### src/rtl/vga_pkg.sv
// vga_pkg: FSM states, 16-bit slot geometry, mode bit positions and bar-to-register slot mapping
package vga_pkg;
  typedef enum logic [1:0] {ST_IDLE, ST_PEND, ST_COMMIT} state_t;
  localparam int SLOT_W = 16;
  localparam int NUM_REGS = 4;
  localparam int NUM_BARS = 8;
  localparam int MODE_ROT = 0;
  localparam int MODE_FRZ = 1;
  localparam int EVEN_LSB = SLOT_W;
  localparam int ODD_LSB = 0;
  function automatic int slot_reg(input int k);
    return k / 2;
  endfunction
  function automatic int slot_lsb(input int k);
    return (k % 2 == 0) ? EVEN_LSB : ODD_LSB;
  endfunction
endpackage

### src/rtl/vga_vs_sync.sv
// vga_vs_sync: STAGES-deep synchronizer for async vga_vs (CLK, RST, vga_vs in) with a one-cycle frame_edge pulse on its rising edge
module vga_vs_sync #(
  parameter int STAGES = 2
) (
  input  logic CLK,
  input  logic RST,
  input  logic vga_vs,
  output logic frame_edge
);
  logic [STAGES-1:0] sync;
  logic last;
  always_ff @(posedge CLK) begin
    if (RST) begin
      sync <= '1;
      last <= 1'b1;
    end else begin
      sync <= {sync[STAGES-2:0], vga_vs};
      last <= sync[STAGES-1];
    end
  end
  assign frame_edge = sync[STAGES-1] & ~last;
endmodule

### src/rtl/vga_bar_ctrl.sv
// vga_bar_ctrl: shadowed bar colours (wr_*, mode_*) committed/rotated into reg0..reg3 on vga_vs frame boundaries; pending and frame_cnt report status
module vga_bar_ctrl
  import vga_pkg::*;
#(
  parameter int ROT_FRAMES = 60,
  parameter int SYNC_STAGES = 2
) (
  input  logic        CLK,
  input  logic        RST,
  input  logic        wr_en,
  input  logic [1:0]  wr_addr,
  input  logic [31:0] wr_data,
  input  logic        mode_wr,
  input  logic [1:0]  mode_data,
  input  logic        vga_vs,
  output logic [31:0] reg0,
  output logic [31:0] reg1,
  output logic [31:0] reg2,
  output logic [31:0] reg3,
  output logic        pending,
  output logic [7:0]  frame_cnt
);
  localparam logic [7:0] CNT_LAST = 8'(ROT_FRAMES - 1);
  state_t state, state_nxt;
  logic [31:0] shadow [NUM_REGS];
  logic [SLOT_W-1:0] bar [NUM_BARS];
  logic [1:0] mode;
  logic frame_edge, boundary, rot_en, commit_due, rot_wrap;
  vga_vs_sync #(.STAGES(SYNC_STAGES)) u_sync (
    .CLK(CLK),
    .RST(RST),
    .vga_vs(vga_vs),
    .frame_edge(frame_edge)
  );
  assign rot_en = mode[MODE_ROT];
  assign boundary = frame_edge & ~mode[MODE_FRZ];
  assign commit_due = boundary && (state == ST_PEND);
  assign rot_wrap = boundary && rot_en && !commit_due && (frame_cnt == CNT_LAST);
  assign pending = (state != ST_IDLE);
  always_comb begin
    state_nxt = state;
    state_nxt = (state == ST_IDLE) ? (wr_en ? ST_PEND : ST_IDLE)
              : (state == ST_PEND) ? (commit_due ? ST_COMMIT : ST_PEND)
              : (wr_en ? ST_PEND : ST_IDLE);
  end
  always_ff @(posedge CLK) begin
    if (RST) begin
      state <= ST_IDLE;
      mode <= '0;
      frame_cnt <= '0;
      for (int i = 0; i < NUM_REGS; i++) shadow[i] <= '0;
      for (int k = 0; k < NUM_BARS; k++) bar[k] <= '0;
    end else begin
      state <= state_nxt;
      if (wr_en) shadow[wr_addr] <= wr_data;
      if (mode_wr) mode <= mode_data;
      frame_cnt <= ((mode_wr && !mode_data[MODE_ROT]) || commit_due || rot_wrap) ? '0
                 : (boundary && rot_en) ? frame_cnt + 8'd1
                 : frame_cnt;
      if (state == ST_COMMIT) begin
        for (int k = 0; k < NUM_BARS; k++) bar[k] <= shadow[slot_reg(k)][slot_lsb(k) +: SLOT_W];
      end else if (rot_wrap) begin
        for (int k = 0; k < NUM_BARS; k++) bar[k] <= bar[(k + 1) % NUM_BARS];
      end
    end
  end
  assign reg0 = {bar[0], bar[1]};
  assign reg1 = {bar[2], bar[3]};
  assign reg2 = {bar[4], bar[5]};
  assign reg3 = {bar[6], bar[7]};
endmodule

### config.mk
export PLATFORM = sky130hd
export DESIGN_NAME = vga_bar_ctrl
export DESIGN_NICKNAME = d
export VERILOG_FILES = /design/src/rtl/vga_pkg.sv /design/src/rtl/vga_vs_sync.sv /design/src/rtl/vga_bar_ctrl.sv
export SDC_FILE = /design/constraint.sdc
export NUM_CORES = 1
export LEC_CHECK = 0
export CORE_UTILIZATION = 57
export DETAILED_ROUTE_END_ITERATION = 7
export PLACE_DENSITY_LB_ADDON = 0.15
export SLEW_MARGIN = 20
export SYNTH_ARGS = -nofsm -noshare
export SYNTH_HDL_FRONTEND = slang
export SYNTH_SLANG_ARGS = --single-unit
### constraint.sdc
create_clock -name CLK -period 8.3 [get_ports CLK]
set_input_delay 2.075 -clock CLK [delete_from_list [all_inputs] [get_ports CLK]]
set_output_delay 2.075 -clock CLK [all_outputs]
set_load 0.02 [all_outputs]
# --- Word-level counts from Yosys, hierarchy flattened ---
# Memories as Yosys holds them, arrays and structs flattened.
# Cells that the tools add are included.
classes:
  n_reduce_logical: 13
  bitwise: 20
  n_addsub: 1
  n_eq_ne: 3
  muxes: 35
op_table:
  columns: ["operator", "count"]
  rows:
  - ["two-way mux 16 bit", 16]
  - ["two-way mux 32 bit", 1]
  - ["OR reduction 32 bit", 1]
  - ["OR 1 bit", 16]
  - ["two-way mux 1 bit", 14]
  - ["adder 8 x 1 -> 8 bit, second input constant", 1]
  - ["equality test 8 x 6 -> 1 bit, second input constant", 1]
  - ["two-way mux 2 bit", 4]
  - ["logical AND 1 bit", 5]
  - ["AND 1 bit", 2]
  - ["equality test 2 x 1 -> 1 bit, second input constant", 1]
  - ["equality test 2 bit, second input constant", 1]
  - ["zero test 1 bit", 2]
  - ["zero test 2 bit", 1]
  - ["logical OR 1 bit", 2]
  - ["NOT 1 bit", 2]
  - ["nonzero test 2 bit", 1]
  - ["OR reduction 2 bit", 1]
totals:
  memories: 2
  input_bits: 41
  ramBits: 256
  out_inout_bits: 137
  wordCells: 79
  reg_bits: 15
mem_list:
  columns: ["name", "depth", "word_bits", "rd", "rd_clocked_by_memory_dff", "wr", "line_no", "source"]
  rows:
  - ["bar", 8, 16, 8, 0, 8, "vga_bar_ctrl.sv:26", "logic [SLOT_W-1:0] bar [NUM_BARS];"]
  - ["shadow", 4, 32, 4, 0, 4, "vga_bar_ctrl.sv:25", "logic [31:0] shadow [NUM_REGS];"]

# --- Logic depth before layout (Yosys ltp) ---
# Gate-level depths: netlist (run 1).
depth:
  depth_word: 12
  ltp_mapped: 7
  depth_no_buf: 4

# --- By module ---
# From an unflattened synthesis (run 1), not the netlist that was laid out.
unflattened:
  hier_cells: 715
  area_unflattened_um2: 10990.5
by_module_without_submodules:
  columns: ["module", "area_each_um2", "n_inst", "seq_area_each_um2", "cells_per_inst"]
  rows:
  - ["vga_bar_ctrl", 10905.5, 1, 7927.6, 708]
  - ["vga_vs_sync", 85.1, 1, 60.1, 7]

# --- Worst setup path after synthesis (run 1) ---
# No wires, ideal clock.
synth_path:
  kind: "input to register"
  startpoint: "input port wr_addr[1]"
  endpoint: "memory shadow[2][0], enable pin"
  cell_stages: 2
  t_arrival_ns: 4.398
  slack_ns: 3.436
  n_path_buf: 0
  path_cell_list: "nand2_1 o21ai_0"
synth_rtl:
  columns: ["item", "line_no", "source"]
  rows:
  - ["start, declared", "vga_bar_ctrl.sv:11", "input logic [1:0] wr_addr,"]
  - ["end, declared", "vga_bar_ctrl.sv:25", null]

==> results of run 1 <==
## cells by family after synthesis
family / count (synthesis) / share of synthesized area (%)
AND/OR/NAND/NOR: 174 / 10.16
buffers and inverters: 43 / 2.112
AO/OA/AOI/OAI: 132 / 10.88
adder cells (fa/ha/maj): 2 / 0.2136
flip-flops: 271 / 75.77
XOR/XNOR: 7 / 0.5815
multiplexers: 3 / 0.2848
## state kept, by name (all words and copies together), names as in the netlist
name and cells:
mode 2, u_sync.sync 2, shadow 128, bar 128, frame_cnt 8, state 2
u_sync.last 1
## power groups by stage
stage          Sequential (mW)  Clock [mW]  Combinational [mW]
4_1_cts                   1.62        1.22               0.200
6_report                  1.62        1.21               0.198
3_3_place_gp              1.64           0               0.192
2_1_floorplan             1.67           0              0.0509
5_1_grt                   1.62        1.27               0.209
3_5_place_dp              1.64           0               0.199
## per-stage QoR
stage	cells	setup slack, ns	hold slack [ns]	area [um2]	utilization, %
floorplan	632	3.436	0.3895	10540	-
global placement	1006	3.460	0.3945	12510	69.38
detailed placement	1008	3.262	0.3971	12540	69.58
CTS	1056	3.788	0.4110	13410	74.42
global route	1056	3.655	0.4169	13410	74.42
finish	1056	3.805	0.4107	13410	74.42
## synthesized netlist by cell type (all sizes together)
cell	n	area (um2)
nand4	5	46.29
ha	1	12.51
a21oi	1	5.000
a22o	128	1121
maj3	1	10.01
xnor2	1	8.760
nand3	2	10.01
nand2b	1	6.260
o21a	1	7.510
mux2i	3	30.03
or2	6	37.54
xor2	6	52.55
o31a	1	8.760
o21ai	1	5.000
edfxtp	256	7687
clkbuf	20	75.07
nor2b	2	12.51
inv	2	7.510
and3	3	18.77
nor3b	4	35.03
dfxtp	15	300.3
nand2	8	30.03
and2	128	800.8
nor3	3	20.02
and4bb	1	12.51
nor2	11	41.29
buf	21	140.1
## critical path, delay by kind of cell
kind	cells	cell delay (ns)
buf+inv	3	1.35
simple gates	3	1.18
## area by class of cell
cell class | count | share of cell area [%]
clock inverter | 12 | 1.222
multi-input combinational | 318 | 17.82
sequential | 271 | 59.55
tap | 229 | 2.136
inverter | 2 | 0.05596
clock buffer | 36 | 5.289
timing repair buffer | 188 | 13.94
## final timing paths
kind	endpoint	slack [ns]	cells past startpoint
worst max-delay path	shadow[1][11]	3.81	6
worst min-delay path	u_sync.sync[1]	0.41	1
worst max register to register	bar[1][35]	5.32	6
worst min register to register	u_sync.sync[1]	0.41	1
## metal layers
layer	up-vias	wire length (um)	global-route usage, %
li1	2785	-	-
met1	3204	9896	34.98
met2	287	11720	40.89
met3	36	1980	4.607
met4	0	374	6.420
met5	-	0	0
==> flow_summary_export.csv, run 1 <==
group,metric,value,unit
yosys,synth_warnings,0,
clock_tree,cts_root_buf,"clkbuf_16",
power_and_ir_drop,p_seq_share,53.4,%
place,dp_hpwl,14860,um
place,place.gp.congestion,0.8581,
cells_and_area,diodes,0,
route,viasPerCell,5.977,
timing,slew_violations,0,
critical_path,path_class,"input pin to flip-flop",
clock_tree,cts_buffer_depth,3,
route,route.detailed.drc,0,
power_and_ir_drop,power.density,225.6,mW/mm2
timing,finalSetupViolCount,0,
global_route,grt_max_degree,88,
hold_path,hp-start,"u_sync.sync[0]",
yosys,ys_types,31,
clock_tree,cts_resized,0,
clock_tree,cts_tree,"done",
power_and_ir_drop,ir_drop,0.0001797,V
critical_path,arrival,4.63,ns
clock_tree,ctsHoldBuffers,0,
power_and_ir_drop,clkPwrFrac,40.0,%
job,cap_viol_max_count,0,
yosys,synth_area_per_cell,16.68,um2
critical_path,slowest_delay,0.76,ns
cells_and_area,final_common_cell,"edfxtp_1",
yosys,ys_ff_latch,271,
cells_and_area,multi_input_area,0.002390,mm2
critical_path,cp.required,8.44,ns
cells_and_area,nets,850,
timing,rsz0062_at_grt,"false",
critical_path,cp-end-kind,"flip-flop",
yosys,yosysSeqAreaShare,75.77,%
global_route,grt_use_total,25.00,%
route,vias,6312,
clock_tree,cts_buffers,27,
critical_path,r2r-start,"u_sync.last",
route,finalWirelength,23970,um
yosys,synth_nets,674,
route,postRouteAntennaNets,0,
global_route,grt_pass1_vias,6307,
critical_path,worstPathCellList,"clkdlybuf4s50_1, inv_1, nand2_1, nor3b_2, buf_4, or2_2",
global_route,grt_first_pass_wirelength,36910,um
cells_and_area,syn2layout_area_growth,27.24,%
timing,fin_crit_sh,54.16,%
clock_tree,path_clk_slew,0.06,ns
timing,max_slew_margin,27.14,%
critical_path,crit_slowest_cell,"or2_2",
yosys,synth_area,0.01054,mm2
floorplan,io_pins,178,
critical_path,cp_max_fo,33,
hold_path,hold_path_class,"flip-flop to flip-flop",
floorplan,core,0.01802,mm2
power_and_ir_drop,switchingPower,0.6382,mW
route,wl_per_cell,22.70,um
timing,worstMarginPinSlew,1.088,ns
power_and_ir_drop,total_power,3.026,mW
clock_tree,htreeDepth,1,
cells_and_area,final_cell_mix,"edfxtp_1 (256), clkdlybuf4s50_1 (177), a22o_1 (128), and2_1 (128), clkbuf_16 (27)",
clock_tree,postCtsSetupRepairBufs,0,
global_route,antenna_found_initial,0,
yosys,synth_cells,632,
timing,max_freq,0.2225,GHz
critical_path,startpoint,"RST",
power_and_ir_drop,power_leakage,4.842,nW
status,outcome,"complete, no violations",
power_and_ir_drop,comb_power_share,6.6,%
floorplan,start_util,58.49,%
floorplan,dieHeight,138,um
floorplan,rows,49,
floorplan,dieArea,0.01904,mm2
clock_tree,clk_latency,0.52,ns
clock_tree,cts_sinks,271,
cells_and_area,drive_gt1_share,7.860,%
floorplan,die_w,138,um
power_and_ir_drop,intPower,2.388,mW
place,io_buffers,177,
cells_and_area,seq_area,0.007988,mm2
route,drt_iter0_drc,515,
timing,hold_viol,0,
global_route,grt-ovfl-total,0,
timing,timing.final.crit_period,4.495,ns
timing,skew,0.01553,ns
route,dr.pass1.iters,5,
timing,fin_tns_setup,0,ns
power_and_ir_drop,p_sw_share,21.09,%
cells_and_area,nFillCells,1107,
critical_path,cp-start-kind,"input pin",
Power figures use the tool's default switching activity.
==> run 2: changes to the inputs <==
--- a/config.mk
+++ b/config.mk
@@ -5,7 +5,7 @@
 export SDC_FILE = /design/constraint.sdc
 export NUM_CORES = 1
 export LEC_CHECK = 0
-export CORE_UTILIZATION = 57
+export CORE_UTILIZATION = 53
 export DETAILED_ROUTE_END_ITERATION = 7
 export PLACE_DENSITY_LB_ADDON = 0.15
 export SLEW_MARGIN = 20
==> constraint.sdc (replaced) <==
create_clock -name CLK -period 4.32 [get_ports CLK]
set_input_delay 1.08 -clock CLK [delete_from_list [all_inputs] [get_ports CLK]]
set_output_delay 1.08 -clock CLK [all_outputs]
set_load 0.02 [all_outputs]
==> flow_summary_export.csv, run 2 (synthesis gave the netlist of run 1 again) <==
group,metric,value,unit
power_and_ir_drop,power_leakage,4.947,nW
critical_path,cp.required,4.51,ns
cells_and_area,drive_gt1_share,8.575,%
place,place.gp.congestion,0.8357,
route,wl_per_cell,21.47,um
floorplan,core,0.01946,mm2
hold_path,whs_path_depth,1,
critical_path,crit_slowest_cell,"clkdlybuf4s50_1",
timing,max_slew_margin,43.67,%
global_route,grt_max_degree,129,
critical_path,rr_worst_depth,5,
floorplan,io_pins,178,
clock_tree,clk_latency,0.52,ns
cells_and_area,final_cell_mix,"edfxtp_1 (256), clkdlybuf4s50_1 (177), a22o_1 (128), and2_1 (128), clkbuf_16 (27)",
cells_and_area,diodes,0,
route,finalWirelength,23460,um
global_route,grt_pass1_vias,6184,
timing,setup_ws,1.260,ns
clock_tree,ctsHoldBuffers,0,
floorplan,dieHeight,143.0,um
cells_and_area,reg_top3,"bar (128), shadow (128), frame_cnt (8)",
cells_and_area,final_common_cell,"edfxtp_1",
timing,fin_crit_sh,70.83,%
timing,worstMarginPinSlew,0.8420,ns
timing,skew,0.01067,ns
route,route.detailed.drc,0,
timing,slew_violations,0,
timing,rsz0062_at_grt,"false",
clock_tree,cts_buffer_depth,3,
global_route,grt_first_pass_wirelength,35810,um
critical_path,path_class,"input pin to flip-flop",
clock_tree,postCtsSetupRepairBufs,0,
critical_path,arrival,3.25,ns
route,postRouteAntennaNets,0,
critical_path,worstPathCellList,"clkdlybuf4s50_1, inv_1, nand2_1, nor3b_2, or2_2, buf_4",
timing,fin_tns_setup,0,ns
status,outcome,"complete, no violations",
clock_tree,cts_sinks,271,
clock_tree,cts_resized,0,
critical_path,cp-start-kind,"input pin",
power_and_ir_drop,ir_drop,0.0003984,V
global_route,antenna_found_initial,0,
clock_tree,cts_tree,"done",
power_and_ir_drop,power.density,455.6,mW/mm2
hold_path,hold_path_class,"flip-flop to flip-flop",
cells_and_area,nFillCells,1236,
place,pre_cts_slack,0.7264,ns
route,drt_iter0_drc,401,
job,cap_viol_max_count,0,
timing,timing.final.crit_period,3.060,ns
cells_and_area,syn2layout_area_growth,29.66,%
cells_and_area,nets,851,
floorplan,rows,51,
route,vias,6273,
floorplan,start_util,54.17,%
cells_and_area,stdcell_count,1093,
critical_path,cp-end-kind,"flip-flop",
place,dp_hpwl,14730,um
place,io_buffers,177,
global_route,grt-ovfl-total,0,
clock_tree,path_clk_slew,0.06,ns
route,dr.pass1.iters,4,
clock_tree,cts_root_buf,"clkbuf_16",
clock_tree,cts_buffers,27,
clock_tree,htreeDepth,1,
floorplan,dieArea,0.02046,mm2
critical_path,slowest_delay,0.61,ns
timing,max_freq,0.3268,GHz
global_route,grt_use_total,23.52,%
timing,finalSetupViolCount,0,
place,dp.cells,1045,
critical_path,cp_max_fo,18,
timing,hold_viol,0,
floorplan,die_w,143.0,um
route,viasPerCell,5.739,
-- run 2: changes by cell type in the layout (fill, tap and decap cells not counted), moves of 2 or more --
cell | previous run | this run
buf_12 | 0 | 4
buf_8 | 2 | 0
clkinv_1 | 4 | 7
clkbuf_1 | 9 | 1
bufinv_16 | 4 | 11
clkinvlp_4 | 2 | 0
-- run 2: final timing paths --
check | start | slack [ns] | end
min | u_sync.sync[0] | 0.42 | u_sync.sync[1]
max reg2reg | u_sync.last | 1.70 | bar[0][52]
min reg2reg | u_sync.sync[0] | 0.42 | u_sync.sync[1]
max | RST | 1.26 | shadow[1][19]
-- run 2: final cells by class --
class	instances	area (um2)	area share, %
Inverter	2	7.507	0.05492
Timing Repair Buffer	189	1912	13.99
Tap cell	265	331.6	2.426
Sequential cell	271	7988	58.43
Multi-Input combinational cell	318	2385	17.45
Clock buffer	28	679.4	4.970
Clock inverter	20	366.6	2.682
-- run 2: critical path, delay by kind of cell --
family	cells	cell delay, ns
buf+inv	3	1.36
simple gates	3	0.78
-- run 2: power by group --
group / internal, mW / leakage, nW / switching, mW
Clock: 1.79 / 0.508 / 0.954
Sequential: 3.03 / 2.69 / 0.0724
Combinational: 0.166 / 1.75 / 0.213
Total: 4.99 / 4.95 / 1.24
-- run 2: per-layer routing --
layer  vias up  track usage (%)  part of all wire, %
li1       2800                -                    -
met5         -                0                    0
met3        33            3.823                  8.2
met2       299            37.41                   48
met4         0            5.490                  1.6
met1      3141            34.17                   42
-- run 2: per-stage QoR --
step	area, um2	util (%)	hold WS [ns]	power [mW]
after floorplan	10540	-	0.3895	3.304
after global placement	12620	64.86	0.3927	3.527
after detailed placement	12620	64.86	0.4114	3.540
after CTS	13670	70.23	0.4219	6.250
after global routing	13670	70.23	0.4325	6.394
final	13670	70.23	0.4246	6.227
==> run 3: changes to the inputs <==
--- a/config.mk
+++ b/config.mk
@@ -5,7 +5,7 @@
 export SDC_FILE = /design/constraint.sdc
 export NUM_CORES = 1
 export LEC_CHECK = 0
-export CORE_UTILIZATION = 53
+export CORE_UTILIZATION = 48
 export DETAILED_ROUTE_END_ITERATION = 7
 export PLACE_DENSITY_LB_ADDON = 0.15
 export SLEW_MARGIN = 20
==> constraint.sdc (replaced) <==
create_clock -name CLK -period 2.8 [get_ports CLK]
set_input_delay 0.7 -clock CLK [delete_from_list [all_inputs] [get_ports CLK]]
set_output_delay 0.7 -clock CLK [all_outputs]
set_load 0.02 [all_outputs]
==> flow_summary_export.csv, run 3 (synthesis gave the netlist of run 1 again) <==
group,metric,value,unit
power_and_ir_drop,ir_drop,0.0004383,V
floorplan,core,0.02129,mm2
timing,timing.final.crit_period,2.411,ns
job,cap_viol_max_count,0,
power_and_ir_drop,intPower,6.807,mW
timing,max_freq,0.4148,GHz
critical_path,r2r-start,"frame_cnt[3]",
power_and_ir_drop,power_leakage,4.911,nW
cells_and_area,nets,866,
critical_path,endpoint,"pending",
cells_and_area,final_common_cell,"edfxtp_1",
floorplan,die_w,150.2,um
clock_tree,cts_root_buf,"clkbuf_16",
floorplan,rows,53,
power_and_ir_drop,total_power,8.677,mW
route,postRouteAntennaNets,0,
cells_and_area,post-route-util,63.82,%
floorplan,io_pins,178,
floorplan,dieHeight,150.2,um
critical_path,rr_worst_depth,5,
place,dp_hpwl,15720,um
route,vias,6317,
clock_tree,clk_latency,0.53,ns
route,wl_per_cell,21.32,um
power_and_ir_drop,p_sw_share,21.56,%
power_and_ir_drop,clkPwrFrac,37.8,%
power_and_ir_drop,power.density,638.7,mW/mm2
clock_tree,htreeDepth,1,
place,dp.cells,1070,
cells_and_area,drive_gt1_share,9.253,%
timing,worstMarginPinSlew,0.7375,ns
route,route.detailed.drc,0,
cells_and_area,final_cell_mix,"edfxtp_1 (256), clkdlybuf4s50_1 (177), a22o_1 (128), and2_1 (128), clkbuf_16 (27)",
critical_path,startpoint,"state[0]",
critical_path,cp.required,2.10,ns
status,outcome,"complete, no violations",
cells_and_area,stdcell_count,1118,
clock_tree,path_clk_slew,0.06,ns
clock_tree,cts_buffers,27,
timing,hold_viol,0,
global_route,grt_pass1_vias,6220,
route,drt_iter0_drc,509,
global_route,grt_first_pass_wirelength,35650,um
timing,finalSetupViolCount,0,
route,finalWirelength,23830,um
critical_path,cp_max_fo,5,
floorplan,start_util,49.53,%
cells_and_area,reg_top3,"bar (128), shadow (128), frame_cnt (8)",
power_and_ir_drop,switchingPower,1.870,mW
global_route,grt_use_total,21.34,%
timing,max_slew_margin,50.83,%
floorplan,dieArea,0.02256,mm2
cells_and_area,diodes,0,
clock_tree,cts_sinks,271,
critical_path,arrival,1.71,ns
route,dr.pass1.iters,5,
global_route,grt_max_degree,56,
global_route,grt-ovfl-total,0,
clock_tree,cts_resized,0,
timing,fin_crit_sh,86.11,%
critical_path,cp-start-kind,"flip-flop",
route,viasPerCell,5.650,
cells_and_area,syn2layout_area_growth,28.85,%
critical_path,path_class,"flip-flop to output pin",
power_and_ir_drop,p_seq_share,55.3,%
critical_path,r2r_end,"bar[1][60]",
clock_tree,cts_buffer_depth,3,
timing,skew,0.01652,ns
critical_path,rrSetupSlack,0.70,ns
critical_path,cp-end-kind,"output pin",
power_and_ir_drop,comb_power_share,6.9,%
place,io_buffers,177,
clock_tree,cts_tree,"done",
global_route,antenna_found_initial,0,
clock_tree,ctsHoldBuffers,0,
timing,rsz0062_at_grt,"false",
timing,slew_violations,0,
timing,fin_tns_setup,0,ns
hold_path,hold_path_class,"flip-flop to flip-flop",
place,place.gp.congestion,0.8502,
clock_tree,postCtsSetupRepairBufs,0,
## run 3: cell count changes in the layout (fill, tap and decap cells not counted), moves of 2 or more
cell,change
bufinv_16,-10
buf_4,+12
buf_12,+3
inv_6,+2
clkbuf_1,+7
## run 3: power by group through the flow
stage | registers, mW | clock network [mW] | logic [mW]
3_3_place_gp | 4.87 | 0 | 0.589
6_report | 4.80 | 3.28 | 0.597
4_1_cts | 4.80 | 3.34 | 0.603
5_1_grt | 4.81 | 3.49 | 0.633
3_5_place_dp | 4.88 | 0 | 0.602
2_1_floorplan | 4.95 | 0 | 0.151
## run 3: critical path, cell delays in order (launching register included)
cell and delay [ns]:
dfxtp_1 0.36, or2_2 0.30, clkdlybuf4s50_1 0.54
## run 3: stage by stage
step	setup WS [ns]	area (um2)	hold slack, ns
after floorplan	0.06927	10540	0.3895
after global placement	0.1719	12790	0.3920
after detailed placement	0.09002	12790	0.3982
after CTS	0.3603	13580	0.4123
after global routing	0.3425	13580	0.4257
final	0.3890	13580	0.4092
## run 3: worst min path at each step
stage,depth (start not counted),to,startpoint,slack (ns)
final,1,u_sync.sync[1],u_sync.sync[0],0.41
after floorplan,1,u_sync.sync[1],u_sync.sync[0],0.39
after global routing,1,u_sync.sync[1],u_sync.sync[0],0.43
after global placement,1,u_sync.sync[1],u_sync.sync[0],0.39
after detailed placement,1,u_sync.sync[1],u_sync.sync[0],0.40
after CTS,1,u_sync.sync[1],u_sync.sync[0],0.41
## run 3: layout make-up
| cell class | count | area (um2) |
|---|---|---|
| multi-input cells | 318 | 2390 |
| flip-flops and latches | 271 | 7988 |
| clock inverters | 13 | 87.58 |
| fillers | 1561 | 7702 |
| clock buffers | 35 | 705.7 |
| inverters | 2 | 7.507 |
| repair buffers | 204 | 2062 |
| well taps | 275 | 344.1 |
## run 3: routing by layer
layer	track usage, %	up-vias	share of wire (%)
met1	29.90	3181	42
met4	5.556	0	1.8
met3	3.848	35	8.0
met2	34.58	278	49
li1	-	2823	-
met5	0	-	0
==> edit: new RTL, settings of run 2 <==
The package constant `NUM_REGS` goes from 4 to 8.
--- a/src/rtl/vga_pkg.sv
+++ b/src/rtl/vga_pkg.sv
@@ -2,7 +2,7 @@
 package vga_pkg;
   typedef enum logic [1:0] {ST_IDLE, ST_PEND, ST_COMMIT} state_t;
   localparam int SLOT_W = 16;
-  localparam int NUM_REGS = 4;
+  localparam int NUM_REGS = 8;
   localparam int NUM_BARS = 8;
   localparam int MODE_ROT = 0;
   localparam int MODE_FRZ = 1;
Function: no difference found for any inputs over 4 cycles, from zero or initial values and one cycle with RST high; that may be too few to reach the edited logic, so the function may still have changed.
==> edit against run 2 <==
- non-clock buffer count did not move
- total power fell by 7.0%
- global-route usage fell by 0.075 points
- sequential cell count did not move
- routed wire length rose by 1.0%
- count of clock-buffer cells in the layout rose by 5
- via count fell by 0.29%
- synthesized area barely moved
- final area fell by 1.6%
- setup slack got worse by 0.097 ns
- critical endpoint is now bar[1][5]
==> edit: results (changes against run 2) <==
Post-CTS setup buffer count: 0 (unchanged)
YS warnings: 0 (unchanged)
DR vias: 6255 (-0.29%)
Adder-cell area share of the yosys netlist: 0.119% (-0.095 points)
Drt total wl: 23700 um (+1.0%)
Post-synthesis xor/xnor area fraction: 0.582% (about the same)
First DRT Iteration DRCs: 572 (+43%)
Clock root cell: clkbuf_16
Dpl cells: 1045 (unchanged)
Mux cell area share after synthesis: 0.285% (about the same)
First-pass GRT wire length: 35600 um (-0.50%)
Net Switching: 1.23 mW (-0.86%)
DP Worst Slack: 0.666 ns (-0.0605 ns)
TritonRoute pass-1 iters: 5 (+1)
Crit-path slowest cell: clkdlybuf4s50_1
Vias in the first global route: 6160 (-0.39%)
Syn_nets: 676 (+0.30%)
Pin count of the biggest net entering global routing: 89 (-31%)
Lkg Pwr: 4.83 nW (-2.3%)
GRT Util Overall: 23.4% (-0.075 points)
Initial antenna violation count: 0 (unchanged)
CTS clk-pin slew, worst paths: 0.06 ns (about the same)
R2R Path End: bar[1][56]
Post-Synthesis Cells: 634 (+0.32%)
Synth area leaders: edfxtp_1, a22o_1, and2_1, dfxtp_1, buf_4
Worst rel slew slack: 35.8% (-7.9 points)
Layout cell share with drive strength beyond 1: 7.61% (-0.97 points)
GPL Wtd Cong: 0.775 (-7.3%)
Status: finished clean
Critical Path Max Stage Delay: 0.74 ns (+0.13 ns)
Hold worst-path end: u_sync.sync[1]
Crit path DAT: 3.54 ns (+0.29 ns)
Top flop regs: bar: 128 flops, shadow: 128 flops, frame_cnt: 8 flops
Post-synth ARST share: 0% (unchanged)
Reg2Reg Setup Slack: 1.71 ns
Fraction of the yosys area taken by sequential cells: 75.8% (about the same)
Post-DP Area: 12600 um^2 (-0.45%)
Top post-synthesis cells by count: edfxtp_1, a22o_1, and2_1, clkbuf_1, nor2_1
Min Hold Slack: 0.403 ns (-0.0214 ns)
DP HPWL: 14700 um (about the same)
Clk buf depth: 3 (unchanged)
CP max FO: 70 (+52)
Hold Crit Depth: 1 (unchanged)
Worst IR Drop VDD: 0.000288 V (-28%)
Compound-Gate Fraction of Synth Area: 10.7% (-0.19 points)
Via density: 5.72 (-0.29%)
Clk_skew: 0.0156 ns (+0.00488 ns)
Layout filler cell count: 1292 (+4.5%)
Synth unique cells: 26 (-16%)
## edit: area by class of cell
type / count / area (um^2) / area share [%]
sequential: 271 / 7990 / 59.4
multi-input combinational: 320 / 2360 / 17.6
timing repair buffer: 189 / 1890 / 14.0
clock buffer: 33 / 698 / 5.19
tap: 265 / 332 / 2.47
clock inverter: 15 / 181 / 1.35
## edit: worst max-delay path by stage
stage	endpoint	slack, ns	depth (start not counted)
3_3_place_gp	bar[1][8]	0.80	4
5_1_grt	bar[0][7]	1.01	4
2_1_floorplan	bar[0][0]	1.06	4
3_5_place_dp	bar[0][8]	0.67	4
4_1_cts	bar[0][8]	1.22	4
6_report	bar[1][5]	1.16	4
## edit: cells by family after synthesis
family | count (synthesis)
compound gates | 129
xor+xnor | 7
fa+ha+maj | 1
buf+inv | 43
flops | 271
mux | 3
simple gates | 180
## edit: through the flow
| step | utilization [%] | power, mW |
|---|---|---|
| 5_1_grt | 69.1 | 5.95 |
| 3_3_place_gp | 64.6 | 3.50 |
| 3_5_place_dp | 64.6 | 3.51 |
| 6_report | 69.1 | 5.79 |
| 2_1_floorplan | - | 3.28 |
| 4_1_cts | 69.1 | 5.83 |
## edit: routing by layer
layer / GRT usage [%] / share of wire (%) / up-vias
met5: 0 / 0 / -
met4: 6.11 / 2.1 / 0
met3: 3.86 / 6.9 / 41
met2: 38.2 / 48 / 240
met1: 32.9 / 43 / 3191
li1: - / - / 2783
## edit: power groups by stage
stage               combinational [mW]  sequential, mW  clock, mW
floorplan                       0.0897            3.19          0
detailed placement               0.363            3.14          0
CTS                              0.366            3.09       2.37
global route                     0.383            3.10       2.47
global placement                 0.356            3.14          0
finish                           0.363            3.09       2.34
